--- src/rtl/rvfi_commit_monitor.sv ---
// rtl/rvfi_commit_monitor.sv - rvfi commit/order/halt/hang tracker for multi-channel retirement
//
// Purpose: numbers retiring instructions densely across NUM_CH channels (low index first),
// detects halt (HALT_REPEAT consecutive self-jump commits) and hang (TIMEOUT idle cycles).
// Optional feature macro: RVFI_MON_X0_CHECK_EN adds sticky x0_err (write of nonzero data to x0).
//
// Ports:
//   clk          bench clock
//   rst          asynchronous reset, active-low
//   ch_valid     per-channel retire strobe
//   ch_pc_rdata  per-channel PC of retiring instruction   [i*XLEN +: XLEN]
//   ch_pc_wdata  per-channel next PC                       [i*XLEN +: XLEN]
//   ch_rd_addr   per-channel destination register          [i*5 +: 5]
//   ch_rd_wdata  per-channel destination write data        [i*XLEN +: XLEN]
//   commit       registered ch_valid, forced 0 once halted/hung
//   order        per-channel order number                  [i*ORDER_W +: ORDER_W]
//   halt         sticky halt detected
//   hang         sticky commit timeout
//   commit_cnt   total instructions retired (wraps)
//   x0_err       (RVFI_MON_X0_CHECK_EN only) sticky x0 write error
module rvfi_commit_monitor #(
  parameter int NUM_CH      = 1,
  parameter int XLEN        = 32,
  parameter int ORDER_W     = 64,
  parameter int HALT_REPEAT = 2,
  parameter int TIMEOUT     = 1024
) (
  input  logic                      clk,
  input  logic                      rst,
  input  logic [NUM_CH-1:0]         ch_valid,
  input  logic [NUM_CH*XLEN-1:0]    ch_pc_rdata,
  input  logic [NUM_CH*XLEN-1:0]    ch_pc_wdata,
  input  logic [NUM_CH*5-1:0]       ch_rd_addr,
  input  logic [NUM_CH*XLEN-1:0]    ch_rd_wdata,
  output logic [NUM_CH-1:0]         commit,
  output logic [NUM_CH*ORDER_W-1:0] order,
  output logic                      halt,
  output logic                      hang,
  output logic [ORDER_W-1:0]        commit_cnt
`ifdef RVFI_MON_X0_CHECK_EN
  ,
  output logic                      x0_err
`endif
);

  localparam int LOOP_W = $clog2(HALT_REPEAT + 1);
  localparam int IDLE_W = $clog2(TIMEOUT + 1);
  localparam logic [LOOP_W-1:0] LOOP_MAX  = LOOP_W'(HALT_REPEAT);
  localparam logic [IDLE_W-1:0] IDLE_MAX  = IDLE_W'(TIMEOUT);
  localparam logic [IDLE_W-1:0] IDLE_LAST = IDLE_W'(TIMEOUT - 1);

  typedef enum logic [1:0] {RUN, HALTED, HUNG} state_t;

  state_t                      state, state_d;
  logic [LOOP_W-1:0]           loop_cnt, loop_d;
  logic [IDLE_W-1:0]           idle_cnt, idle_d;
  logic [NUM_CH-1:0]           commit_d;
  logic [NUM_CH*ORDER_W-1:0]   order_d;
  logic [ORDER_W-1:0]          cnt_d;
  logic                        halt_hit;

  always_comb begin
    state_d  = state;
    commit_d = '0;
    order_d  = order;
    cnt_d    = commit_cnt;
    loop_d   = loop_cnt;
    idle_d   = idle_cnt;
    halt_hit = 1'b0;
    if (state == RUN) begin
      commit_d = ch_valid;
      for (int i = 0; i < NUM_CH; i++) begin
        if (ch_valid[i]) begin
          order_d[i*ORDER_W +: ORDER_W] = cnt_d;
          cnt_d = cnt_d + ORDER_W'(1);
          // Once halt is hit, later channels still retire but no longer touch the loop count.
          if (!halt_hit) begin
            if (ch_pc_wdata[i*XLEN +: XLEN] == ch_pc_rdata[i*XLEN +: XLEN]) begin
              if (loop_d != LOOP_MAX) loop_d = loop_d + LOOP_W'(1);
            end else begin
              loop_d = '0;
            end
            if (loop_d == LOOP_MAX) halt_hit = 1'b1;
          end
        end
      end
      if (ch_valid != '0) begin
        idle_d = '0;
      end else if (idle_cnt != IDLE_MAX) begin
        idle_d = idle_cnt + IDLE_W'(1);
      end
      if (halt_hit) begin
        state_d = HALTED;
      end else if (ch_valid == '0 && idle_cnt == IDLE_LAST) begin
        state_d = HUNG;
      end
    end
  end

  always_ff @(posedge clk or negedge rst) begin
    if (!rst) begin
      state      <= RUN;
      commit     <= '0;
      order      <= '0;
      commit_cnt <= '0;
      loop_cnt   <= '0;
      idle_cnt   <= '0;
    end else begin
      state      <= state_d;
      commit     <= commit_d;
      order      <= order_d;
      commit_cnt <= cnt_d;
      loop_cnt   <= loop_d;
      idle_cnt   <= idle_d;
    end
  end

  assign halt = (state == HALTED);
  assign hang = (state == HUNG);

`ifdef RVFI_MON_X0_CHECK_EN
  logic x0_d;

  always_comb begin
    x0_d = x0_err;
    if (state == RUN) begin
      for (int i = 0; i < NUM_CH; i++) begin
        if (ch_valid[i] && ch_rd_addr[i*5 +: 5] == 5'd0 && ch_rd_wdata[i*XLEN +: XLEN] != '0)
          x0_d = 1'b1;
      end
    end
  end

  always_ff @(posedge clk or negedge rst) begin
    if (!rst) x0_err <= 1'b0;
    else      x0_err <= x0_d;
  end

  always @(posedge clk) begin
    if (rst && state == RUN) begin
      for (int i = 0; i < NUM_CH; i++) begin
        if (ch_valid[i] && ch_rd_addr[i*5 +: 5] == 5'd0 && ch_rd_wdata[i*XLEN +: XLEN] != '0)
          $error("x0 written with nonzero data: channel %0d order %0d", i,
                 order_d[i*ORDER_W +: ORDER_W]);
      end
    end
  end
`else
  // rd fields are carried for tracing only in this build.
  logic unused_rd;
  assign unused_rd = ^{ch_rd_addr, ch_rd_wdata};
`endif

endmodule

--- config.mk ---
export PLATFORM = sky130hd
export DESIGN_NAME = rvfi_commit_monitor
export DESIGN_NICKNAME = d
export VERILOG_FILES = /design/src/rtl/rvfi_commit_monitor.sv
export SDC_FILE = /design/constraint.sdc
export NUM_CORES = 1
export LEC_CHECK = 0
export ABC_AREA = 1
export ABC_CLOCK_PERIOD_IN_PS = 1700
export CAP_MARGIN = 20
export CORE_MARGIN = 1
export CORE_UTILIZATION = 45
export CTS_BUF_LIST = sky130_fd_sc_hd__clkbuf_4
export CTS_CLUSTER_SIZE = 16
export DETAILED_ROUTE_END_ITERATION = 6
export PLACE_DENSITY = 0.79
export SLEW_MARGIN = 25
export SYNTH_ARGS = -nofsm -noshare
export SYNTH_HDL_FRONTEND = slang
export SYNTH_SLANG_ARGS = --single-unit
--- constraint.sdc ---
create_clock -name clk -period 1.7 [get_ports clk]
set_clock_uncertainty 0.15 [all_clocks]
set_input_delay 0.34 -clock clk [delete_from_list [all_inputs] [get_ports clk]]
set_output_delay 0.34 -clock clk [all_outputs]
set_load 0.01 [all_outputs]
==> results <==
[cells by family after synthesis]
family	Yosys count	synth area share
compound gates	75	0.0469
flops	144	0.441
buf+inv	173	0.0821
fa+ha+maj	4	0.00613
simple gates	737	0.376
xor+xnor	44	0.0472
[stage by stage]
stage | setup slack [ns] | cell area (µm²) | setup TNS [ns] | total power (µW)
detailed placement | -0.483 | 11600 | -38.84 | 4190
global route | -0.586 | 15100 | -37.28 | 6950
finish | -0.571 | 15100 | -31.78 | 6750
CTS | -0.183 | 13600 | -5.45 | 6460
floorplan | 0.0231 | 8180 | 0 | 3760
global placement | -0.444 | 11600 | -37.41 | 4170
[timing repair]
action / CTS / global route
gates resized for setup: 883 / 267
hold buffers: 1 / 0
setup endpoints to repair: 178 / 205
cloned: 1 / 4
pin swaps: 91 / 125
endpoints found under the hold margin: 144 / 0
buffers inserted: 133 / 60
[worst max-delay path, cell delays in order (launching register included)]
cell	delay, ns
sky130_fd_sc_hd__dfrtp_1	0.48
sky130_fd_sc_hd__buf_6	0.21
sky130_fd_sc_hd__nand2_4	0.11
sky130_fd_sc_hd__nor2_4	0.20
sky130_fd_sc_hd__inv_1	0.13
sky130_fd_sc_hd__nor2_4	0.16
sky130_fd_sc_hd__nand4_4	0.27
sky130_fd_sc_hd__xor2_1	0.46
[routing by layer]
layer,track usage,up-vias,part of all wire
li1,-,4702,-
met1,0.455,5528,0.32
met2,0.618,1325,0.42
met3,0.0867,563,0.15
met4,0.191,6,0.11
met5,0,-,0.0042
[power by group through the flow]
stage	clock network (µW)	logic, µW	registers, µW
after floorplan	0	153	3610
after detailed placement	0	608	3580
after CTS	2330	617	3510
final	2520	706	3520
after global routing	2660	760	3530
after global placement	0	591	3580
[area by class of cell]
type | instances | area share
clock inverter | 14 | 0.0102
multi-input combinational | 860 | 0.354
timing repair buffer | 553 | 0.329
tap | 225 | 0.0186
sequential | 144 | 0.239
antenna | 1 | 0.000165
clock buffer | 18 | 0.00893
inverter | 153 | 0.0391
[layout by cell type (no fill, tap or decap), drive strengths merged, types with 2 or more instances in the layout]
| cell | n |
|---|---|
| nand2 | 489 |
| buf | 484 |
| nor2 | 170 |
| inv | 159 |
| dfrtp | 144 |
| o21ai | 72 |
| clkdlybuf4s50 | 65 |
| nand3 | 35 |
| xor2 | 33 |
| nand4 | 21 |
| clkbuf | 21 |
| nor3 | 17 |
| xnor2 | 11 |
| ha | 4 |
| clkinv | 4 |
| nor3b | 2 |
| bufinv | 2 |
| clkinvlp | 2 |
[cell usage after synthesis (all sizes together)]
cell,count
clkbuf,4
nand3,35
xnor2,11
nor2,170
nand2,489
nand4,21
nor3b,2
dfrtp,144
or2,1
inv,153
a22o,1
xor2,33
buf,16
nor3,17
nand3b,1
ha,4
o41ai,1
o21ai,72
nor4,1
a21oi,1
[sequential cells by signal, indices dropped and copies added (netlist names)]
| register | cells |
|---|---|
| state | 2 |
| idle_cnt | 11 |
| commit_cnt | 64 |
| order | 64 |
| commit | 1 |
| loop_cnt | 2 |
[path summary, 6_finish.rpt]
| kind | start | end | slack [ns] | cells after the start |
|---|---|---|---|---|
| hold reg to reg | order[62]$_DFFE_PN0P_ | order[62]$_DFFE_PN0P_ | 0.35 | 2 |
| setup reg to reg | commit_cnt[14]$_DFFE_PN0P_ | commit_cnt[22]$_DFFE_PN0P_ | -0.57 | 7 |
| max in group asynchronous | rst | loop_cnt[0]$_DFFE_PN0P_ | 0.78 | 3 |
| hold / removal | rst | order[31]$_DFFE_PN0P_ | 0.02 | 2 |
| setup / recovery | commit_cnt[14]$_DFFE_PN0P_ | commit_cnt[22]$_DFFE_PN0P_ | -0.57 | 7 |
| min in group clk | order[62]$_DFFE_PN0P_ | order[62]$_DFFE_PN0P_ | 0.35 | 2 |
==> Flow_metrics.wiki <==
{| class="wikitable"
! Metric !! Value
|-
| Type of element capturing the critical path || flip-flop
|-
| Synth Cell Area || 8160 µm²
|-
| Finished Layout Cells || 1968
|-
| DR vias || 12100
|-
| # IOs || 235
|-
| Max Cap Violations || 0
|-
| TritonCTS Sinks || 144
|-
| Register Area || 3620 µm²
|-
| Source-to-sink clock delay at the later pin of the worst-skew pair || 0.67 ns
|-
| Switching share of power || 0.298
|-
| Cell leakage power || 0.00801 µW
|-
| Global-route wire length before repair || 52500 µm
|-
| Part of the total power dissipated in sequential elements || 0.522
|-
| Crit share post-route || 1.34
|-
| Maximum number of pins on one net before global-route repair || 60
|-
| Synth top area share || 0.441
|-
| Cells after synthesis || 1177
|-
| Post-detailed-route count of antenna-violating nets || 0
|-
| Initial DRC count || 1700
|-
| Antenna violations before repair || 1
|-
| Crit path time final || 2.27 ns
|-
| Port Buf Inserts || 197
|-
| Maximum root-to-sink buffer count || 2
|-
| Synth-to-Final Area Change || 85.3%
|-
| Util after Layout || 0.866
|-
| Iteration count of the initial detailed-routing pass || 7
|-
| Final GP Congestion || 1.02
|-
| Worst hold margin || 0.0176 ns
|-
| Unique masters post-synth || 31
|-
| Number of warning messages in the yosys log || 0
|-
| Share of total power in combinational logic || 0.105
|-
| Worst rel slew slack || 0.679
|-
| Final setup fails || 201
|-
| Number of DRC violations after detailed routing || 81
|-
| Number of hold-slack violations in the final timing report || 0
|-
| Critical-path maximum fanout || 4
|-
| Worst setup SP type || flip-flop
|-
| Die Width || 137 µm
|-
| Data required time at the worst endpoint || 2.09 ns
|-
| Clock transition time at the flip-flop clock pins of the worst setup and hold paths || 0.19 ns
|-
| Nets || 1837
|-
| Net count after synthesis || 1285
|-
| CORE AREA || 17500 µm²
|-
| Global router's overall resource usage || 0.374
|-
| Syn_area_per_cell || 6.94 µm²
|-
| VDD IR-drop max || 482 µV
|-
| Ratio of total power to cell area || 446 nW/µm²
|-
| #FFs+latches synth || 144
|-
| DR vias/cell || 6.16
|-
| Wire length reported by the detailed router || 48600 µm
|-
| Slew at the pin closest to its max-slew limit || 0.477 ns
|-
| Post-placement cell count || 1744
|-
| Smallest setup slack after layout || -0.571 ns
|-
| Fraction of layout instances using a drive strength above 1 || 0.470
|-
| Result of the run || finished, violations left
|-
| Leading area contributor after synthesis || sky130_fd_sc_hd__dfrtp_1
|-
| Wire per inst || 24.7 µm
|-
| Number of buffers inserted during clock tree synthesis || 17
|-
| Fillcell total || 767
|-
| Number of global-route vias before repair || 10200
|-
| CP Class || reg -> reg
|-
| Highest clock frequency the design can meet || 0.440 GHz
|-
| Violations in the final reports || DRC, setup timing
|-
| Clock tree root buffer cell || sky130_fd_sc_hd__clkbuf_4
|-
| Die extent in y || 137 µm
|-
| Footprint of the multi-input gates || 5360 µm²
|-
| Min-delay worst type || in -> async
|-
| Internal power summed over all cells || 4740 µW
|-
| Data arrival time at the worst-slack endpoint || 2.67 ns
|-
| Unrepaired setup endpoints after global routing || true
|-
| HPWL after detailed placement || 21100 µm
|-
| Leading cell types by total area after synthesis || sky130_fd_sc_hd__dfrtp_1 44%, sky130_fd_sc_hd__nand2_1 22%, sky130_fd_sc_hd__inv_1 6.8%
|-
| Rows || 48
|-
| Clk pwr share || 0.374
|-
| Total die area || 18700 µm²
|-
| Number of pins exceeding their max-slew limit in the final report || 0
|-
| Share of the yosys chip area belonging to registers || 0.441
|-
| CTS tree || built
|-
| H-tree lvl count || 4
|-
| Global route overflow || 0
|-
| Net switching power figure || 2010 µW
|-
| Initial Util || 0.467
|}
Power figures use the tool's default switching activity.
